===== src/rtl/sdram_wfifo_feeder_pkg.sv =====
// Shared definitions for the SDRAM write-path feeder: default byte width and
// the one-hot trigger FSM state encoding.
package sdram_wfifo_feeder_pkg;

    localparam int DATA_W_DEF = 8;

    typedef enum logic [2:0] {
        S_IDLE = 3'b001,
        S_TRIG = 3'b010,
        S_BUSY = 3'b100
    } state_e;

endpackage


===== src/rtl/sdram_wfifo_feeder_fifo.sv =====
// Synchronous single-clock byte FIFO with occupancy count, registered read
// data and sticky overflow/underflow flags. Full/empty come from the count,
// so pointers may wrap freely without an extra wrap bit.
module sdram_wfifo_feeder_fifo #(
    parameter int DATA_W = 8,
    parameter int DEPTH  = 16,
    parameter int AW     = 4
) (
    input  logic              clk,
    input  logic              rst_n,
    input  logic              push_req,
    input  logic [DATA_W-1:0] push_data,
    output logic              push_rdy,
    input  logic              pop_req,
    output logic              pop_ok,
    output logic [DATA_W-1:0] pop_data,
    output logic [AW:0]       cnt,
    output logic              ovf_err,
    output logic              udf_err
);

    logic [DATA_W-1:0] mem_q [DEPTH];
    logic [AW-1:0]     wr_ptr_q, wr_ptr_d;
    logic [AW-1:0]     rd_ptr_q, rd_ptr_d;
    logic [AW:0]       cnt_q, cnt_d;
    logic [DATA_W-1:0] rd_data_q, rd_data_d;
    logic              ovf_q, ovf_d;
    logic              udf_q, udf_d;
    logic              full, empty, push_ok;

    // Next-state for pointers, count, read data and sticky error flags.
    // Acceptance uses the pre-pop count, so a push into a full FIFO is
    // rejected even when a pop happens on the same edge.
    always_comb begin
        full      = (cnt_q == (AW+1)'(DEPTH));
        empty     = (cnt_q == '0);
        push_ok   = push_req & ~full;
        pop_ok    = pop_req & ~empty;
        wr_ptr_d  = wr_ptr_q;
        rd_ptr_d  = rd_ptr_q;
        cnt_d     = cnt_q;
        rd_data_d = rd_data_q;
        if (push_ok) begin
            wr_ptr_d = wr_ptr_q + AW'(1);
        end
        if (pop_ok) begin
            rd_ptr_d  = rd_ptr_q + AW'(1);
            rd_data_d = mem_q[rd_ptr_q];
        end
        case ({push_ok, pop_ok})
            2'b10:   cnt_d = cnt_q + (AW+1)'(1);
            2'b01:   cnt_d = cnt_q - (AW+1)'(1);
            default: cnt_d = cnt_q;
        endcase
        ovf_d = ovf_q | (push_req & full);
        udf_d = udf_q | (pop_req & empty);
    end

    // Control and status registers, cleared asynchronously.
    always_ff @(posedge clk or negedge rst_n) begin
        if (!rst_n) begin
            wr_ptr_q  <= '0;
            rd_ptr_q  <= '0;
            cnt_q     <= '0;
            rd_data_q <= '0;
            ovf_q     <= 1'b0;
            udf_q     <= 1'b0;
        end else begin
            wr_ptr_q  <= wr_ptr_d;
            rd_ptr_q  <= rd_ptr_d;
            cnt_q     <= cnt_d;
            rd_data_q <= rd_data_d;
            ovf_q     <= ovf_d;
            udf_q     <= udf_d;
        end
    end

    // Storage array; contents are don't-care after reset since count is zero.
    always_ff @(posedge clk) begin
        if (push_ok) begin
            mem_q[wr_ptr_q] <= push_data;
        end
    end

    assign push_rdy = ~full;
    assign pop_data = rd_data_q;
    assign cnt      = cnt_q;
    assign ovf_err  = ovf_q;
    assign udf_err  = udf_q;

endmodule


===== src/rtl/sdram_wfifo_feeder.sv =====
// Upstream stage of the SDRAM write path: buffers an incoming byte stream and
// pulses wr_trig once per buffered burst, then serves the write engine's pops
// until that burst has been drained.
//
//   state  | meaning
//   -------+-----------------------------------------------------------
//   S_IDLE | waiting for at least BURST_LEN bytes in the FIFO
//   S_TRIG | wr_trig high for this single cycle; burst counter cleared
//   S_BUSY | counting engine pops; back to S_IDLE after BURST_LEN pops
//
// Pops taken outside S_BUSY still read the FIFO but are not counted. DEPTH
// must be a power of two and at least 2*BURST_LEN.
module sdram_wfifo_feeder
    import sdram_wfifo_feeder_pkg::*;
#(
    parameter int DATA_W    = DATA_W_DEF,
    parameter int DEPTH     = 16,
    parameter int AW        = 4,
    parameter int BURST_LEN = 4
) (
    input  logic              clk,
    input  logic              rst_n,
    input  logic              din_vld,
    input  logic [DATA_W-1:0] din,
    output logic              din_rdy,
    output logic              wr_trig,
    input  logic              wfifo_rd_en,
    output logic [DATA_W-1:0] wfifo_rd_data,
    output logic [AW:0]       fifo_cnt,
    output logic              ovf_err,
    output logic              udf_err
);

    localparam int BCW = $clog2(BURST_LEN + 1);

    state_e         state_q, state_d;
    logic [BCW-1:0] burst_cnt_q, burst_cnt_d;
    logic           wr_trig_q, wr_trig_d;
    logic           pop_ok;

    sdram_wfifo_feeder_fifo #(
        .DATA_W (DATA_W),
        .DEPTH  (DEPTH),
        .AW     (AW)
    ) u_fifo (
        .clk       (clk),
        .rst_n     (rst_n),
        .push_req  (din_vld),
        .push_data (din),
        .push_rdy  (din_rdy),
        .pop_req   (wfifo_rd_en),
        .pop_ok    (pop_ok),
        .pop_data  (wfifo_rd_data),
        .cnt       (fifo_cnt),
        .ovf_err   (ovf_err),
        .udf_err   (udf_err)
    );

    // Trigger FSM next-state and burst counting.
    always_comb begin
        state_d     = state_q;
        burst_cnt_d = burst_cnt_q;
        case (state_q)
            S_IDLE: begin
                if (fifo_cnt >= (AW+1)'(BURST_LEN)) begin
                    state_d = S_TRIG;
                end
            end
            S_TRIG: begin
                burst_cnt_d = '0;
                state_d     = S_BUSY;
            end
            S_BUSY: begin
                if (pop_ok) begin
                    burst_cnt_d = burst_cnt_q + BCW'(1);
                    if (burst_cnt_q == BCW'(BURST_LEN - 1)) begin
                        state_d = S_IDLE;
                    end
                end
            end
            default: begin
                state_d     = S_IDLE;
                burst_cnt_d = '0;
            end
        endcase
        // Registered pulse: high exactly while the FSM sits in S_TRIG.
        wr_trig_d = (state_d == S_TRIG);
    end

    // FSM state, burst counter and trigger register.
    always_ff @(posedge clk or negedge rst_n) begin
        if (!rst_n) begin
            state_q     <= S_IDLE;
            burst_cnt_q <= '0;
            wr_trig_q   <= 1'b0;
        end else begin
            state_q     <= state_d;
            burst_cnt_q <= burst_cnt_d;
            wr_trig_q   <= wr_trig_d;
        end
    end

    assign wr_trig = wr_trig_q;

endmodule


===== config.mk =====
export PLATFORM = sky130hd
export DESIGN_NAME = sdram_wfifo_feeder
export DESIGN_NICKNAME = d
export VERILOG_FILES = /design/src/rtl/sdram_wfifo_feeder_pkg.sv /design/src/rtl/sdram_wfifo_feeder_fifo.sv /design/src/rtl/sdram_wfifo_feeder.sv
export SDC_FILE = /design/constraint.sdc
export NUM_CORES = 1
export LEC_CHECK = 0
export CAP_MARGIN = 20
export CORE_MARGIN = 1
export CORE_UTILIZATION = 45
export CTS_BUF_LIST = sky130_fd_sc_hd__clkbuf_4
export CTS_CLUSTER_DIAMETER = 200
export DETAILED_ROUTE_END_ITERATION = 8
export SLEW_MARGIN = 5
export SYNTH_ARGS = -nofsm -noshare
export SYNTH_HDL_FRONTEND = slang
export SYNTH_SLANG_ARGS = --single-unit
export TNS_END_PERCENT = 5

===== constraint.sdc =====
create_clock -name clk -period 3.9 [get_ports clk]
set_input_delay 0.585 -clock clk [delete_from_list [all_inputs] [get_ports clk]]
set_output_delay 0.585 -clock clk [all_outputs]
set_load 0.05 [all_outputs]

==> impl_metrics.env, run 1 <==
export IMPL_synth_common_cells="128 x edfxtp_1, 29 x dfrtp_1, 22 x mux4_1, 21 x nor2_1, 16 x o22ai_1"
export IMPL_dr_first_iter_drc_count=217
export IMPL_crit_path_start_kind="flip-flop"
export IMPL_grt_antenna_before_repair=1
export IMPL_ctsHoldBuffers=0
export IMPL_power_frac_seq_pct=48.6
export IMPL_first_global_vias=3305
export IMPL_dp_hpwl_um=7780
export IMPL_dp_cells=551
export IMPL_synth_top_area_share_pct=59.5
export IMPL_fmax_mhz=344
export IMPL_detail_route_antenna_nets=0
export IMPL_worstMarginPinSlew_ns=0.925
export IMPL_layout_nets=412
export IMPL_max_cap_violations=0
export IMPL_area_growth_pct=12.1
export IMPL_numCtsBuffers=17
export IMPL_crit_arrival_ns=3.34
export IMPL_r2r_start="u_fifo.cnt[1]"
export IMPL_syn_inst=353
export IMPL_yosysSeqAreaShare_pct=71.1
export IMPL_die_h_um=122
export IMPL_cts_sinks=158
export IMPL_path_clk_slew_ns=0.12
export IMPL_rsz0062_at_grt="false"
export IMPL_p_per_area_mw_per_mm2=704
export IMPL_grt_overflow_total=0
export IMPL_routedWlPerCell_um=20.7
export IMPL_critPathKind="flip-flop to flip-flop"
export IMPL_crit_required_ns=4.33
export IMPL_hold_class="primary input to async pin"
export IMPL_ys_warn_count=0
export IMPL_switching_power_mw=1.78
export IMPL_clk_latency_ns=0.55
export IMPL_setup_tns_ns=0
export IMPL_power_mw=5.10
export IMPL_cts_resized_gates=0
export IMPL_dieArea_mm2=0.0148
export IMPL_power_internal_mw=3.32
export IMPL_ys_ff_latch=158
export IMPL_r2r_cells=11
export IMPL_vias=3281
export IMPL_synth_most_common_cell="edfxtp_1"
export IMPL_crit_fanout=13
export IMPL_drive_gt1_share_pct=18.1
export IMPL_coreArea_mm2=0.0139
export IMPL_post_cts_buffers=0
export IMPL_p_leak_nw=2.52
export IMPL_p_clk_share_pct=19.6
export IMPL_hold_viol_final=0
export IMPL_cts_max_level=4
export IMPL_finalCritPeriodShare_pct=74.5
export IMPL_grt_start_max_net_pins=34
export IMPL_reg2reg_to="u_fifo.cnt[4]"
export IMPL_synth_top_cells_by_area="edfxtp_1 59%, dfrtp_1 11%, mux4_1 8.9%"
export IMPL_clk_root_buffer_cell="clkbuf_4"
export IMPL_grt_pass1_wl_um=18800
export IMPL_drc=0
export IMPL_synth_edf_count=128
export IMPL_initial_core_util_pct=46.4
export IMPL_dieWidth_um=122
export IMPL_setup_viol=0
export IMPL_switching_share_pct=34.8
export IMPL_endpoint_kind="flip-flop"
export IMPL_cts_tree="yes"
export IMPL_synthFlopType="edfxtp_1"
export IMPL_synthArstFlopShare_pct=19.0
export IMPL_io_pins=29
export IMPL_cp_startpoint="u_fifo.cnt[1]"
export IMPL_place_gp_congestion=0.837
export IMPL_vias_per_cell=5.61
export IMPL_avgSynthCellArea_um2=18.3
export IMPL_status="finished clean"
export IMPL_power_frac_comb_pct=31.9
export IMPL_portBuffers=28
export IMPL_timing_hold_ws_ns=0.276
export IMPL_instances_no_fill=585
export IMPL_grtUsageTotal_pct=18.2
export IMPL_synth_area_mm2=0.00646
export IMPL_ir_worst_vdd_v=0.000265
export IMPL_syn_nets=374
export IMPL_max_slew_margin_pct=38.1
export IMPL_first_pass_iters=6
export IMPL_min_period_ns=2.91
export IMPL_synth_cell_types=44
export IMPL_drv_slew=0
export IMPL_clk_path_buf_depth=2
export IMPL_synth_area_leader_cell="edfxtp_1"
export IMPL_skew_ns=0.0130
export IMPL_finalWirelength_um=12100
export IMPL_rrSetupSlack_ns=0.99
export IMPL_num_rows=43
flip-flops by register name, summed over array words and instances (netlist names), 3 cells and up:
signal / count
burst_cnt_q: 3
state_q: 3
u_fifo.mem_q: 128
u_fifo.wr_ptr_q: 4
u_fifo.pop_data: 8
u_fifo.cnt: 5
u_fifo.rd_ptr_q: 4
logic make-up (layout without fill, tap and decap cells):
group	Yosys count	count (layout)	synth area share, %
simple gates	55	55	4.14
xor+xnor	13	13	1.76
compound gates	48	48	4.82
fa+ha+maj	9	9	1.74
mux	43	43	14.3
buf+inv	27	78	2.07
other cells	0	1	0
flops	158	158	71.1
cell type report:
cell class                      count  area [um^2]
Timing Repair Buffer               39          370
Tap cell                          180          225
Clock inverter                     13          143
Inverter                            7         26.3
Antenna cell                        1         2.50
Sequential cell                   158         4600
Multi-Input combinational cell    168         1740
Clock buffer                       19          143
Fill cell                        1144         6690
worst max-delay path: stages (launching register included):
cell	delay, ns
dfrtp_1	0.47
nor2_1	0.38
a31oi_2	0.27
inv_1	0.10
ha_1	0.42
xor2_1	0.13
ha_1	0.23
and4b_1	0.18
a31o_2	0.23
o21a_1	0.10
a211oi_1	0.18
nand3_1	0.10
how the worst max path moves through the flow:
| stage | to | slack [ns] | depth (start not counted) |
|---|---|---|---|
| floorplan | u_fifo.cnt[4] | 0.73 | 14 |
| global placement | u_fifo.cnt[4] | 0.61 | 12 |
| detailed placement | u_fifo.cnt[4] | 0.57 | 12 |
| CTS | din_rdy | 0.98 | 3 |
| global route | u_fifo.cnt[4] | 0.73 | 11 |
| finish | u_fifo.cnt[4] | 0.99 | 11 |
power by group through the flow:
stage | sequential [mW] | clock, mW | combinational, mW
2_1_floorplan | 2.53 | 0 | 1.11
3_3_place_gp | 2.51 | 0 | 1.62
3_5_place_dp | 2.53 | 0 | 1.64
4_1_cts | 2.49 | 1.03 | 1.65
5_1_grt | 2.53 | 1.09 | 1.75
6_report | 2.48 | 0.999 | 1.62
routing by layer:
metal	track usage [%]	vias up	wire length [um]
met3	4.12	19	389
met2	29.3	59	5960
met4	7.95	0	215
met5	0	-	0
li1	-	1489	-
met1	23.6	1714	5540
cell usage in the layout, fill, tap and decap left out, types with 10 or more instances in the layout:
master,count
dfrtp_1,27
edfxtp_1,128
mux2_2,10
clkdlybuf4s50_1,28
nor2_1,21
a21oi_1,12
buf_4,10
nand2_1,11
mux4_2,10
mux4_1,22
clkbuf_4,19
o22ai_1,16
through the flow:
stage | utilization [%] | setup slack (ns) | cell area, um^2
global route | 52.0 | 0.729 | 7240
finish | 52.0 | 0.994 | 7240
CTS | 51.9 | 0.981 | 7230
floorplan | - | 0.734 | 6460
detailed placement | 49.8 | 0.567 | 6940
global placement | 49.8 | 0.610 | 6940
No activity file was read; power rests on OpenSTA's default activity.
==> run 2: changes to the inputs <==
Clock period 3.9 ns to 2.8 ns, I/O delays scaled along.
==> run 2 against run 1 <==
Compared with the run above:
- sequential share of layout area shrank 0.98 points
- total power up 38%
- global-route usage up 0.15 points
- clock skew is 0.0099 ns higher
- final cell count is 2.9% higher
- highest routed layer unchanged
==> impl_metrics.env, run 2 (synthesized netlist as in run 1, its figures left out) <==
export IMPL_setup_slack_ns=0.165
export IMPL_crit_arrival_ns=2.22
export IMPL_max_slew_margin_pct=39.1
export IMPL_place_gp_congestion=0.823
export IMPL_crit_fanout=7
export IMPL_cts_tree="yes"
export IMPL_finalWirelength_um=12400
export IMPL_clk_path_buf_depth=2
export IMPL_dieArea_mm2=0.0148
export IMPL_dp_hpwl_um=8150
export IMPL_fmax_mhz=379
export IMPL_min_period_ns=2.64
export IMPL_crit_path_start_kind="flip-flop"
export IMPL_post_cts_buffers=0
export IMPL_routedWlPerCell_um=20.6
export IMPL_hold_class="primary input to async pin"
export IMPL_first_pass_iters=5
export IMPL_ir_worst_vdd_v=0.000454
export IMPL_crit_required_ns=2.38
export IMPL_dr_first_iter_drc_count=222
export IMPL_setup_viol=0
export IMPL_p_per_area_mw_per_mm2=956
export IMPL_grt_antenna_before_repair=1
export IMPL_utilization_pct=52.9
export IMPL_hold_viol_final=0
export IMPL_path_clk_slew_ns=0.13
export IMPL_cts_max_level=4
export IMPL_dieWidth_um=122
export IMPL_io_pins=29
export IMPL_numCtsBuffers=17
export IMPL_worstMarginPinSlew_ns=0.910
export IMPL_drive_gt1_share_pct=22.3
export IMPL_initial_core_util_pct=46.4
export IMPL_portBuffers=28
export IMPL_drc=0
export IMPL_cts_resized_gates=0
export IMPL_seqCellArea_mm2=0.00460
export IMPL_coreArea_mm2=0.0139
export IMPL_grt_start_max_net_pins=35
export IMPL_p_leak_nw=2.57
export IMPL_drv_slew=0
export IMPL_regMostFlops="u_fifo.mem_q"
export IMPL_ctsHoldBuffers=0
export IMPL_detail_route_antenna_nets=0
export IMPL_num_rows=43
export IMPL_clk_latency_ns=0.53
export IMPL_area_growth_pct=14.0
export IMPL_endpoint_kind="primary output"
export IMPL_status="finished clean"
export IMPL_finalCritPeriodShare_pct=94.1
export IMPL_met1_usage_pct=24.5
export IMPL_multiInputGateArea_mm2=0.00176
export IMPL_fillCellCount=1092
export IMPL_place_ws_ns=0.147
export IMPL_layout_nets=429
export IMPL_grt_pass1_wl_um=19200
export IMPL_grtUsageMet2_pct=29.6
export IMPL_first_global_vias=3367
export IMPL_max_cap_violations=0
export IMPL_largest_reg_flops=128
export IMPL_busiest_layer="met2"
export IMPL_final_cell_mix="128 x edfxtp_1, 28 x clkdlybuf4s50_1, 27 x buf_4"
export IMPL_cts_sinks=158
export IMPL_grtUsageTotal_pct=18.3
export IMPL_clk_root_buffer_cell="clkbuf_4"
export IMPL_skew_ns=0.0229
export IMPL_use_met3_pct=4.92
export IMPL_vias=3350
export IMPL_vias_per_cell=5.56
export IMPL_final_common_cell="edfxtp_1"
export IMPL_grt_overflow_total=0
export IMPL_die_h_um=122
export IMPL_setup_tns_ns=0
export IMPL_rsz0062_at_grt="false"
export IMPL_critPathKind="flip-flop to primary output"
-- run 2: changes by cell type in the layout (fill, tap and decap cells not counted), sizes merged --
cell / previous run / this run
inv: 15 / 7
bufinv: 3 / 1
clkinv: 2 / 11
buf: 11 / 28
clkinvlp: 0 / 1
-- run 2: per-layer routing --
layer,up-vias,wire [um]
met4,0,93
met3,5,504
met5,-,0
met1,1734,5570
met2,80,6240
li1,1531,-
-- run 2: critical path, cell delays in order (launching register included) --
cell and delay (ns):
dfrtp_2 0.47, nor2_1 0.34, nand3_1 0.16, clkdlybuf4s50_1 0.72
-- run 2: area by class of cell --
class / instances / share of cell area [%]
diodes: 1 / 0.0340
inverters: 7 / 0.357
well taps: 180 / 3.06
repair buffers: 56 / 6.83
flip-flops and latches: 158 / 62.5
multi-input cells: 168 / 23.9
clock inverters: 13 / 1.36
clock buffers: 19 / 1.94
-- run 2: stage by stage --
stage	cell area, um^2	power, mW	hold WS [ns]	instances
after global placement	7120	5.89	0.467	569
after CTS	7360	7.11	0.352	601
after floorplan	6520	5.12	0.124	353
final	7370	7.04	0.387	602
after detailed placement	7120	5.92	0.464	569
after global routing	7370	7.43	0.335	602
-- run 2: power by group --
group	switching, mW	internal, mW	total, mW
Combinational	1.46	1.14	2.59
Clock	0.749	0.447	1.20
Sequential	0.307	2.94	3.25
-- run 2: final timing paths --
kind / slack, ns / endpoint / startpoint / depth (start not counted)
min in group clk: 0.49 / u_fifo.ovf_err / u_fifo.ovf_err / 1
worst max-delay path: 0.16 / din_rdy / u_fifo.cnt[1] / 3
worst max register to register: 0.41 / u_fifo.cnt[4] / u_fifo.cnt[1] / 10
worst min register to register: 0.49 / u_fifo.ovf_err / u_fifo.ovf_err / 1
worst min-delay path: 0.39 / u_fifo.wr_ptr_q[2] / rst_n / 1
max in group asynchronous: 1.69 / state_q[0] / rst_n / 2
==> run 3: changes to the inputs <==
Settings changed: CAP_MARGIN 20 to unset, CTS_BUF_LIST sky130_fd_sc_hd__clkbuf_4 to unset, DONT_BUFFER_PORTS set to 1.
==> run 3 against run 2 <==
Compared with the run above:
- cell area grew 0.22%
- global-route usage up 0.56 points
- sequential power up 12%
- routed wire length grew 0.78%
- die area is the same
- sequential share of layout area shrank 0.14 points
- non-clock buffer count down 30
- critical endpoint is now u_fifo.cnt[4]
- largest cell class unchanged
==> impl_metrics.env, run 3 (synthesized netlist as in run 1, its figures left out) <==
export IMPL_status="finished clean"
export IMPL_dp_hpwl_um=8170
export IMPL_power_frac_seq_pct=46.7
export IMPL_finalCritPeriodShare_pct=89.1
export IMPL_drive_gt1_share_pct=22.8
export IMPL_post_cts_buffers=0
export IMPL_max_cap_violations=0
export IMPL_instances_no_fill=571
export IMPL_hp_start="din[7]"
export IMPL_dieArea_mm2=0.0148
export IMPL_crit_path_start_kind="flip-flop"
export IMPL_max_slew_margin_pct=62.3
export IMPL_layout_nets=399
export IMPL_num_rows=43
export IMPL_hold_viol_final=0
export IMPL_setup_tns_ns=0
export IMPL_power_frac_comb_pct=25.6
export IMPL_grt_pass1_wl_um=19600
export IMPL_finalWirelength_um=12500
export IMPL_rrSetupSlack_ns=0.30
export IMPL_vias=3263
export IMPL_grt_antenna_before_repair=0
export IMPL_die_h_um=122
export IMPL_drv_slew=0
export IMPL_dieWidth_um=122
export IMPL_dp_cells=537
export IMPL_hold_class="primary input to flip-flop"
export IMPL_numCtsBuffers=17
export IMPL_endpoint_kind="flip-flop"
export IMPL_rsz0062_at_grt="false"
export IMPL_routedWlPerCell_um=21.9
export IMPL_final_common_cell="edfxtp_1"
export IMPL_p_per_area_mw_per_mm2=1050
export IMPL_grt_overflow_total=0
export IMPL_coreArea_mm2=0.0139
export IMPL_fmax_mhz=401
export IMPL_largest_reg_flops=128
export IMPL_reg2reg_to="u_fifo.cnt[4]"
export IMPL_num_antenna_cells=0
export IMPL_power_internal_mw=5.18
export IMPL_drc=0
export IMPL_clk_root_buffer_cell="clkbuf_16"
export IMPL_holdPathStages=0
export IMPL_setup_viol=0
export IMPL_place_gp_congestion=0.811
export IMPL_cts_tree="yes"
export IMPL_r2r_cells=10
export IMPL_crit_required_ns=3.10
export IMPL_crit_fanout=13
export IMPL_portBuffers=0
export IMPL_cts_sinks=158
export IMPL_vias_per_cell=5.71
export IMPL_final_cell_mix="128 x edfxtp_1, 24 x buf_4, 23 x dfrtp_1"
export IMPL_grt_start_max_net_pins=34
export IMPL_cts_max_level=4
export IMPL_switching_power_mw=2.61
export IMPL_p_clk_share_pct=27.8
export IMPL_timing_hold_ws_ns=0.0908
export IMPL_p_leak_nw=2.58
export IMPL_crit_arrival_ns=2.79
export IMPL_worstMarginPinSlew_ns=0.565
export IMPL_dr_first_iter_drc_count=283
export IMPL_grtUsageTotal_pct=18.9
export IMPL_path_clk_slew_ns=0.06
export IMPL_ir_worst_vdd_v=0.000457
export IMPL_place_ws_ns=0.334
export IMPL_skew_ns=0.00988
export IMPL_critPathKind="flip-flop to flip-flop"
export IMPL_min_period_ns=2.50
export IMPL_area_growth_pct=14.2
export IMPL_holdPathEnd="u_fifo.mem_q[10][7]"
export IMPL_initial_core_util_pct=46.4
export IMPL_regMostFlops="u_fifo.mem_q"
export IMPL_first_pass_iters=4
export IMPL_clk_latency_ns=0.42
export IMPL_io_pins=29
export IMPL_r2r_start="u_fifo.cnt[4]"
export IMPL_first_global_vias=3373
export IMPL_switching_share_pct=33.5
export IMPL_detail_route_antenna_nets=0
export IMPL_setup_slack_ns=0.304
export IMPL_clk_path_buf_depth=2
[run 3: cell count changes in the layout (fill, tap and decap cells not counted), sizes merged]
| cell | previous run | this run |
|---|---|---|
| buf | 28 | 25 |
| clkinv | 11 | 12 |
| dlygate4sd3 | 0 | 1 |
| clkdlybuf4s50 | 28 | 0 |
| clkbuf | 19 | 17 |
| bufinv | 1 | 2 |
| diode | 1 | 0 |
[run 3: worst max path at each step]
stage | cells after the start | start | to | slack (ns)
final | 10 | u_fifo.cnt[4] | u_fifo.cnt[4] | 0.30
after global routing | 10 | u_fifo.cnt[4] | u_fifo.cnt[4] | 0.16
after CTS | 11 | u_fifo.cnt[3] | u_fifo.cnt[4] | 0.31
after detailed placement | 10 | u_fifo.cnt[4] | u_fifo.cnt[4] | 0.33
after global placement | 11 | u_fifo.cnt[3] | u_fifo.cnt[4] | 0.38
after floorplan | 14 | u_fifo.cnt[2] | u_fifo.cnt[4] | 0.02
[run 3: timing repair]
| action | in CTS | in global routing |
|---|---|---|
| gates resized for setup | 0 | 0 |
| setup endpoints to repair | 0 | 0 |
| hold buffers | 2 | 0 |
| endpoints found under the hold margin | 30 | 0 |
[run 3: power groups by stage]
stage	clock [mW]	sequential, mW	combinational (mW)
after floorplan	0	3.54	1.58
after global placement	0	3.66	1.97
after detailed placement	0	3.68	1.99
after CTS	2.20	3.64	2.02
after global routing	2.30	3.69	2.17
final	2.16	3.63	1.99
[run 3: critical path: stages (launching register included)]
cell and delay (ns):
dfrtp_2 0.57, nor3_4 0.30, a21boi_2 0.12, ha_4 0.24
xor2_1 0.15, ha_2 0.18, and4b_1 0.17, a31o_2 0.23
o21a_1 0.12, a211oi_2 0.19, nand3_1 0.10
[run 3: area by class of cell]
class                      count  area [um^2]
fill                        1117         6550
sequential                   158         4600
multi-input combinational    168         1760
clock buffer                  17          425
tap                          180          225
timing repair buffer          26          210
clock inverter                15          129
inverter                       7         26.3
[run 3: metal layers]
layer	wire, um	global-route usage, %	part of all wire (%)	vias to the layer above
li1	-	-	-	1468
met1	5280	24.3	42	1686
met2	6110	29.8	49	93
met3	917	6.09	7.3	16
met4	183	7.33	1.5	0
met5	0	0	0	-
[run 3: per-stage QoR]
stage	area [um^2]	total power, mW	utilization, %
after floorplan	6520	5.12	-
after global placement	6800	5.63	48.8
after detailed placement	6800	5.68	48.8
after CTS	7380	7.86	53.0
after global routing	7380	8.16	53.0
final	7380	7.78	53.0
==> RTL edit 1: new RTL, flow settings as in run 2 <==
The parameter `BURST_LEN` goes from 4 to 8.
--- a/src/rtl/sdram_wfifo_feeder.sv
+++ b/src/rtl/sdram_wfifo_feeder.sv
@@ -17,5 +17,5 @@
     parameter int DEPTH     = 16,
     parameter int AW        = 4,
-    parameter int BURST_LEN = 4
+    parameter int BURST_LEN = 8
 ) (
     input  logic              clk,
Formal check against the unedited RTL: not equivalent (a bounded check fails within 10 cycles, from zero or initial values and one cycle with rst_n low).
==> RTL edit 1 against run 2 <==
Area after synthesis shrank 0.79%; worst setup slack improved by 0.018 ns; cell area shrank 0.76%; sequential cell count grew 1; combinational power is essentially flat; maximum frequency rose by 0.70%; total power increased by 2.2%; routed wire length shrank 1.8%.
==> RTL edit 1: results (changes against run 2) <==
* Synth Area in Compound Gates at 4.74% (was 4.82%)
* Worst vdd ir at 0.470 mV (was 0.454 mV)
* Leakage at 2.47 nW (was 2.57 nW)
* Total Wirelength at 12,200 um (was 12,400 um)
* Routed wl met3 at 665 um (was 504 um)
* GRT met3 Usage at 5.22% (was 4.92%)
* Clk cell area share at 3.75% (was 3.30%)
* First-pass GRT wire length at 19,000 um (was 19,200 um)
* Util after Layout at 52.7% (was 52.9%)
* Top cells by area, synth: edfxtp_1 60%, dfrtp_1 12%, mux4_2 11% (was edfxtp_1 59%, dfrtp_1 11%, mux4_1 8.9%)
* Top cells by count, synth: 128 x edfxtp_1, 32 x mux4_2, 30 x dfrtp_1, 16 x o22ai_1, 14 x nor2_1 (was 128 x edfxtp_1, 29 x dfrtp_1, 22 x mux4_1, 21 x nor2_1, 16 x o22ai_1)
* Total GRT Usage at 18.6% (was 18.3%)
* Multi-input gate area at 1680 um^2 (was 1760 um^2)
* Avg WL per Cell at 20.3 um (was 20.6 um)
* Dpl ws at 0.335 ns (was 0.147 ns)
* Drt first pass iters at 4 (was 5)
* Worst EP arrival at 2.20 ns (was 2.22 ns)
* Clock share of power at 18.4% (was 17.0%)
* Crit path max fanout at 9 (was 7)
* Syn nets at 375 (was 374)
* Placed Cells at 567 (was 569)
* Met1 wire length at 5190 um (was 5570 um)
* Switching share of power at 35.2% (was 35.7%)
* GP Congestion at 0.838 (was 0.823)
* Synth Area in XOR/XNOR at 1.91% (was 1.76%)
* Adder-Cell Fraction of Synth Area at 1.76% (was 1.74%)
* Vias in the first global route at 3,396 (was 3,367)
* GR Util met2 at 30.1% (was 29.6%)
* Fill cells at 1,104 (was 1,092)
* Number of register bits inferred by synthesis at 159 (was 158)
* Share of cells above drive strength 1 at 26.0% (was 22.3%)
* Post-synthesis mux area share at 13.2% (was 14.3%)
* Post-DP HPWL at 7990 um (was 8150 um)
* Status: completed (unchanged)
* Seq/Total Area, Yosys at 72.1% (was 71.1%)
-- RTL edit 1: cell count changes after synthesis, moves of 3 or more --
| cell | delta |
|---|---|
| mux4_1 | -22 |
| clkbuf_1 | +3 |
| nor2b_1 | +3 |
| nor3_1 | +3 |
| mux4_2 | +22 |
| nor2_1 | -7 |
-- RTL edit 1: worst paths after layout --
path	from	endpoint	slack, ns	depth (start not counted)
worst max-delay path	u_fifo.cnt[2]	din_rdy	0.18	3
worst min-delay path	rst_n	u_fifo.wr_ptr_q[2]	0.36	1
worst max register to register	u_fifo.cnt[2]	u_fifo.cnt[4]	0.30	9
worst min register to register	u_fifo.udf_err	u_fifo.udf_err	0.49	1
max in group asynchronous	rst_n	state_q[0]	1.72	2
min in group clk	u_fifo.udf_err	u_fifo.udf_err	0.49	1
-- RTL edit 1: worst max-delay path, stage by stage (launching register included) --
cell and delay [ns]:
dfrtp_2 0.49, nor4_2 0.38, nand2_1 0.09, clkdlybuf4s50_1 0.70
==> RTL edit 2: new RTL, settings of run 2 <==
Without the edit above. Make the reset (`rst_n`) synchronous in 2 clocked blocks. Comments in the files are not updated.
--- a/src/rtl/sdram_wfifo_feeder_fifo.sv
+++ b/src/rtl/sdram_wfifo_feeder_fifo.sv
@@ -58,5 +58,5 @@
 
     // Control and status registers, cleared asynchronously.
-    always_ff @(posedge clk or negedge rst_n) begin
+    always_ff @(posedge clk) begin
         if (!rst_n) begin
             wr_ptr_q  <= '0;
--- a/src/rtl/sdram_wfifo_feeder.sv
+++ b/src/rtl/sdram_wfifo_feeder.sv
@@ -89,5 +89,5 @@
 
     // FSM state, burst counter and trigger register.
-    always_ff @(posedge clk or negedge rst_n) begin
+    always_ff @(posedge clk) begin
         if (!rst_n) begin
             state_q     <= S_IDLE;
Behaviour: differs if rst_n is asserted again (counterexample within 4 cycles, from zero or initial values and one cycle with rst_n low); with rst_n held inactive, the same outputs for 10 cycles.
==> RTL edit 2 against run 2 <==
Cell area fell by 2.7%; largest power group unchanged; sequential cell count did not move; routed wire length fell by 3.3%; non-clock buffer count fell by 4; area after synthesis fell by 2.5%; worst setup slack improved by 0.023 ns; critical endpoint is now u_fifo.cnt[2]; highest routed layer unchanged; final cell count rose by 1.0%; total power fell by 22%.
==> RTL edit 2: results (changes against run 2) <==
* NonClk Buf Share at 6.60% (was 6.83%)
* Signal buffers at 52 (was 56)
* Worst EP arrival at 3.07 ns (was 2.22 ns)
* Sequential share of cell area at 62.1% (was 62.5%)
* Pwr per Cell Area at 770 nW/um^2 (was 956 nW/um^2)
* # nets final at 440 (was 429)
* Num sequential at 158 (unchanged)
* Synth Area in Compound Gates at 3.71% (was 4.82%)
* Total GRT Usage at 18.4% (was 18.3%)
* Min Hold Slack at 0.488 ns (was 0.387 ns)
* Cells after Synth at 368 (was 353)
* Total power at 0.00552 W (was 0.00704 W)
* Reg power frac at 51.4% (was 46.2%)
* Vias in the first global route at 3,407 (was 3,367)
* Adder-Cell Fraction of Synth Area at 1.79% (was 1.74%)
* Vias at 3,335 (was 3,350)
* Starting DRT DRC Count at 209 (was 222)
* Reg2reg start: u_fifo.cnt[3] (was u_fifo.cnt[1])
* Multi-input gate area at 1760 um^2 (about the same)
* Top cells by count, synth: 128 x edfxtp_1, 32 x mux4_2, 30 x dfxtp_1, 20 x nor2_1, 19 x mux2i_1 (was 128 x edfxtp_1, 29 x dfrtp_1, 22 x mux4_1, 21 x nor2_1, 16 x o22ai_1)
* Post-synthesis mux area share at 14.5% (was 14.3%)
* Largest net degree at the start of global routing at 36 (was 35)
* Initial antenna violation count at 0 (was 1)
* Seq/Total Area, Yosys at 70.5% (was 71.1%)
* Min-delay worst type: reg -> reg (was in -> async)
* Critical R2R Capture: u_fifo.cnt[2] (was u_fifo.cnt[4])
* Sw Pwr at 0.00175 W (was 0.00251 W)
* Clk_skew at 0.0163 ns (was 0.0229 ns)
* Setup slack, reg-to-reg at 0.19 ns (was 0.41 ns)
* Syn nets at 389 (was 374)
* Post-synth ARST share at 0% (was 19.0%)
* Status: completed (unchanged)
* Drt first pass iters at 4 (was 5)
* Placement Cell Area at 6930 um^2 (was 7120 um^2)
* Tap cells at 176 (was 180)
* Multi-In Gates at 183 (was 168)
* Dpl ws at 0.181 ns (was 0.147 ns)
* Avg WL per Cell at 19.7 um (was 20.6 um)
* Leakage at 2.28 nW (was 2.57 nW)
* Crit path max fanout at 8 (was 7)
* Post-DP HPWL at 7280 um (was 8150 um)
* Worst-Margin Slew at 0.568 ns (was 0.910 ns)
* Critical path type: reg -> reg (was reg -> out)
* Fill cells at 1,122 (was 1,092)
* Synth cell types at 39 (was 44)
[RTL edit 2: cell types whose count changed in the layout (fill, tap and decap cells not counted), moves of 6 or more]
cell      before  now
dfrtp_1       23    0
dfrtp_2        6    0
dfxtp_1        0   25
mux2_2        10    0
mux2i_1        0   19
mux4_1        22    0
mux4_2        10   32
nand3_1        2   10
o221ai_1       0    8
o22ai_1       16    0
[RTL edit 2: per-layer routing]
metal  up-vias  GRT usage (%)  wire length [um]
li1       1543              -                 -
met1      1687           22.7              5220
met2        83           30.8              6050
met3        22           4.72               461
met4         0           8.02               273
met5         -              0                 0
[RTL edit 2: critical path, cell delays in order, from the launching register on]
cell and delay [ns]:
dfxtp_2 0.38, or4_4 0.57, o21ai_4 0.15, inv_2 0.10, ha_1 0.24, xor2_1 0.15, ha_1 0.22, a21oi_1 0.18
xnor2_1 0.09, or3_1 0.30, a21boi_0 0.16
